<file path="src/rtl/sb_rx_deserializer_if.sv">
// Sideband RX deserializer bus: serial lane and enable in, assembled words and status out.
interface sb_rx_deserializer_if;
    logic        i_enable;
    logic        RXDATASB;
    logic [63:0] o_data;
    logic        o_valid;
    logic        o_aligned;
    logic        o_pattern_det;

    modport master (
        output i_enable,
        output RXDATASB,
        input  o_data,
        input  o_valid,
        input  o_aligned,
        input  o_pattern_det
    );

    modport slave (
        input  i_enable,
        input  RXDATASB,
        output o_data,
        output o_valid,
        output o_aligned,
        output o_pattern_det
    );
endinterface

</file>
<file path="src/rtl/sb_rx_deserializer.sv">
// Sideband RX deserializer: hunts for the first 1 of a session, then assembles 64-bit words MSB-first.
// Define SB_RX_PATTERN_DET_EN to compile in the SBINIT clock-pattern detector.
module sb_rx_deserializer (
    input  logic                 i_pll_clk,
    input  logic                 i_rst_n,
    sb_rx_deserializer_if.slave  sb
);

    typedef enum logic [1:0] {
        IDLE,
        HUNT,
        CAPTURE
    } state_t;

    state_t      state;
    state_t      state_nxt;
    logic [5:0]  bit_cnt;
    logic [63:0] shift_q;
    logic [63:0] data_q;
    logic        valid_q;
    logic [63:0] word_nxt;
    logic        word_done;

    assign word_nxt  = {shift_q[62:0], sb.RXDATASB};
    // Disable on the completing edge wins, so the strobe is gated by enable.
    assign word_done = sb.i_enable && (state == CAPTURE) && (bit_cnt == 6'd63);

    always_ff @(posedge i_pll_clk or negedge i_rst_n) begin
        if (!i_rst_n) begin
            state <= IDLE;
        end else begin
            state <= state_nxt;
        end
    end

    always_comb begin
        state_nxt = state;
        if (!sb.i_enable) begin
            state_nxt = IDLE;
        end else begin
            unique case (state)
                IDLE:    state_nxt = HUNT;
                HUNT:    if (sb.RXDATASB) state_nxt = CAPTURE;
                CAPTURE: state_nxt = CAPTURE;
                default: state_nxt = IDLE;
            endcase
        end
    end

    always_ff @(posedge i_pll_clk or negedge i_rst_n) begin
        if (!i_rst_n) begin
            bit_cnt <= '0;
            shift_q <= '0;
            data_q  <= '0;
            valid_q <= 1'b0;
        end else begin
            valid_q <= 1'b0;
            if (!sb.i_enable) begin
                bit_cnt <= '0;
                shift_q <= '0;
            end else if (state == HUNT && sb.RXDATASB) begin
                shift_q <= 64'd1;
                bit_cnt <= 6'd1;
            end else if (state == CAPTURE) begin
                shift_q <= word_nxt;
                bit_cnt <= bit_cnt + 6'd1;
                if (word_done) begin
                    data_q  <= word_nxt;
                    valid_q <= 1'b1;
                end
            end
        end
    end

`ifdef SB_RX_PATTERN_DET_EN
    localparam logic [63:0] PATTERN = 64'hAAAA_AAAA_AAAA_AAAA;

    logic [1:0] match_cnt;
    logic       pat_det_q;

    // Flag rises on the edge the saturating match count reaches 2, then stays until IDLE.
    always_ff @(posedge i_pll_clk or negedge i_rst_n) begin
        if (!i_rst_n) begin
            match_cnt <= '0;
            pat_det_q <= 1'b0;
        end else if (!sb.i_enable) begin
            match_cnt <= '0;
            pat_det_q <= 1'b0;
        end else if (word_done) begin
            if (word_nxt == PATTERN) begin
                if (match_cnt != 2'd2) match_cnt <= match_cnt + 2'd1;
                if (match_cnt != 2'd0) pat_det_q <= 1'b1;
            end else begin
                match_cnt <= '0;
            end
        end
    end
`endif

    always_comb begin
        sb.o_data    = data_q;
        sb.o_valid   = valid_q;
        sb.o_aligned = (state == CAPTURE);
`ifdef SB_RX_PATTERN_DET_EN
        sb.o_pattern_det = pat_det_q;
`else
        sb.o_pattern_det = 1'b0;
`endif
    end

endmodule

</file>
<file path="src/flat_wrapper.sv">
// flat-port wrapper written by rule: the top's interface ports become plain ports
module sb_rx_deserializer_flat 
  (i_pll_clk, i_rst_n, sb_i_enable, sb_RXDATASB, sb_o_data, sb_o_valid, sb_o_aligned, sb_o_pattern_det);
  sb_rx_deserializer_if sb_i ();
  input  logic i_pll_clk;
  input  logic i_rst_n;
  input wire logic [$bits(sb_i.i_enable)-1:0] sb_i_enable;
  input wire logic [$bits(sb_i.RXDATASB)-1:0] sb_RXDATASB;
  output wire logic [$bits(sb_i.o_data)-1:0] sb_o_data;
  output wire logic [$bits(sb_i.o_valid)-1:0] sb_o_valid;
  output wire logic [$bits(sb_i.o_aligned)-1:0] sb_o_aligned;
  output wire logic [$bits(sb_i.o_pattern_det)-1:0] sb_o_pattern_det;
  assign sb_i.i_enable = sb_i_enable;
  assign sb_i.RXDATASB = sb_RXDATASB;
  assign sb_o_data = sb_i.o_data;
  assign sb_o_valid = sb_i.o_valid;
  assign sb_o_aligned = sb_i.o_aligned;
  assign sb_o_pattern_det = sb_i.o_pattern_det;
  sb_rx_deserializer u_core (.i_pll_clk(i_pll_clk), .i_rst_n(i_rst_n), .sb(sb_i));
endmodule
</file>
<file path="config.mk">
export PLATFORM = sky130hd
export DESIGN_NAME = sb_rx_deserializer_flat
export DESIGN_NICKNAME = d
export VERILOG_FILES = /design/src/rtl/sb_rx_deserializer_if.sv /design/src/rtl/sb_rx_deserializer.sv /design/src/flat_wrapper.sv
export SDC_FILE = /design/constraint.sdc
export NUM_CORES = 1
export LEC_CHECK = 0
export BUFFER_PORTS_ARGS = -buffer_cell sky130_fd_sc_hd__buf_2
export CORE_MARGIN = 2
export CORE_UTILIZATION = 45
export DETAILED_ROUTE_END_ITERATION = 6
export PLACE_DENSITY = 0.7
export SYNTH_ARGS = -nofsm -noshare
export SYNTH_HDL_FRONTEND = slang
export SYNTH_SLANG_ARGS = --single-unit
</file>
<file path="constraint.sdc">
create_clock -name i_pll_clk -period 2.95 [get_ports i_pll_clk]
set_input_delay 0.295 -clock i_pll_clk [delete_from_list [all_inputs] [get_ports i_pll_clk]]
set_output_delay 0.295 -clock i_pll_clk [all_outputs]
set_load 0.01 [all_outputs]
</file>
==> run metrics <==
crit path max fanout 45; final setup vio count 0; syn nets 396; Leakage Power 0.00329 uW; root buf cell clkbuf_16; CTS Buffer Depth 2; Mapped Cells 387; power density over the cells 711 mW/mm^2; Reg2Reg Depth 6; Post-CTS Hold Buffers 0; CTS tree built; syn_area_per_cell 13.9 um^2; GR peak layer met2; ranking of synthesized cells by area dfrtp_1 (63%), mux2_2 (12%), mux2i_1 (12%); Synth top area share 63.1%; Top Ports 71; sequential fraction of the synthesis area 63.1%; fmax 445 MHz; most common cell in the netlist dfrtp_1; Core Area 0.0119 mm^2; HP Class in -> async; Final GP Congestion 0.712; cell taking the most area after synthesis dfrtp_1; GRT Residual Overflow 0; number of distinct library cells after synthesis 27; largest net degree at the start of global routing 102; P&R area growth vs syn 20.4%; DR WL/cell 15.3 um; Tcrit/Tclk final 76.1%; Fin Hold WS -5.19 ps; chip width 114 um; number of max-cap violations 0; reg2reg setup slack 740 ps; met2 Use GR 24.4%; DR pass1 iterations 4; CP required 2650 ps; critical path class reg -> out; Worst R2R Start u_core.state[0]; Inserted Clock Buffers 17; Slew Limit Fails 0; worst slew pin tran 904 ps; initial antenna violation count 0; clock transition at the registers of the reported paths 60 ps; worst r2r dst u_core.shift_q[52]; vias in the first global route 3296; Worst Skew 8.67 ps; layout cell share with drive strength beyond 1 35.9%; worst-case vdd ir drop 0.347 mV; synth cell count leaders dfrtp_1 (136), nor2_1 (66), mux2i_1 (64); number of enable flip-flop cells after synthesis 0; Vias 3088; Sink Count 136; Mapped Area 0.00540 mm^2; dpl hpwl 5840 um; die area 0.0129 mm^2; Remaining DRCs 0; arrival time worst endpoint 1950 ps; #FFs+latches synth 136; Ant. Diodes 0; Total Routing Usage GR 16.1%; initial DRC count 150; fin nets 469; GRT met3 Usage 5.15%; H-tree depth 4; post-route ant nets 0; Final TNS setup 0 ps; Worst-Skew Late Latency 410 ps; Ys Warns 0; endpoint class of the critical path primary output; status complete, but fails checks; asr flop ratio synth 100%; global-route wire length before repair 16300 um; Worst Slack Setup Final 705 ps; critical path launch point type flip-flop; final wirelength 9490 um; Max-slew headroom 39.7%; Die Span Y 114 um; post-layout util 54.8%; min Tclk post-route 2240 ps; Starting Density 45.5%; met1 usage 22.2%; unrepaired setup endpoints after global routing false; worst slack, placed 721 ps; Final Hold Vio Count 1; total setup buffers inserted after CTS 0; DR vias/cell 4.98; post-CTS sizing 0; dominant synthesized flop cell dfrtp_1; Port Buffer Count 69; failing checks negative hold slack; row cnt 40
-- worst max-delay path by stage --
stage,startpoint,end,slack [ps]
after floorplan,u_core.state[0],u_core.sb.o_data[34],900
after global placement,u_core.state[0],u_core.shift_q[53],790
after detailed placement,u_core.state[0],u_core.shift_q[52],720
after CTS,u_core.state[0],sb_o_aligned,700
after global routing,u_core.state[0],u_core.shift_q[15],570
final,u_core.state[0],sb_o_aligned,710
-- through the flow --
stage / cell area [um^2] / total power, uW / instances
after floorplan: 5400 / 2330 / 387
after global placement: 5870 / 2430 / 588
after global routing: 6500 / 4820 / 620
after detailed placement: 5870 / 2450 / 588
final: 6500 / 4620 / 620
after CTS: 6500 / 4680 / 620
-- cell type report --
type                    instances  area (um^2)
fillers                       975         5360
flip-flops and latches        136         3400
multi-input cells             227         1860
clock buffers                  18          429
repair buffers                 76          417
clock inverters                14          199
well taps                     147          184
inverters                       2         7.51
-- state kept, by name, summed over array words and instances (netlist names) --
| signal | flops |
|---|---|
| u_core.state | 2 |
| u_core.bit_cnt | 6 |
| u_core.sb.o_data | 64 |
| u_core.shift_q | 63 |
| u_core.sb.o_valid | 1 |
-- worst max-delay path, stage by stage (launching register included) --
cell,delay [ps]
dfrtp_1,390
inv_1,140
ha_4,150
buf_4,560
buf_2,260
-- power breakdown --
group / switching (uW) / total [uW] / internal (uW)
sequential: 24.1 / 1910 / 1890
combinational: 305 / 498 / 193
clock: 791 / 2210 / 1420
-- routing by layer --
metal  routed length, um  vias up
met5                   0        -
met4                  90        0
met3                 436        9
met2                4410       69
met1                4550     1544
li1                    -     1466
-- cell families (layout without fill, tap and decap cells) --
group                    Yosys count  count (layout)  share of synthesized area, %
AO/OA/AOI/OAI                      6               6                         0.695
XOR/XNOR                           4               4                         0.649
adder cells (fa/ha/maj)            5               5                          1.16
buffers and inverters             24             110                          2.76
flip-flops                       136             136                          63.1
multiplexers                     128             128                          25.2
other                              1               1                        0.0695
AND/OR/NAND/NOR                   83              83                          6.40
-- cells in the final DEF, fill, tap and decap left out, types with 5 or more instances in the layout --
cell       netlist  routed
mux2i_1         64      64
clkbuf_16        0      17
buf_2            8      68
buf_4            1       6
nand2_1          6       5
nor2_1          66      66
mux2_1           5       5
dfrtp_1        136     136
mux2_2          59      59
Note: power is estimated with default switching activity, not from simulation.
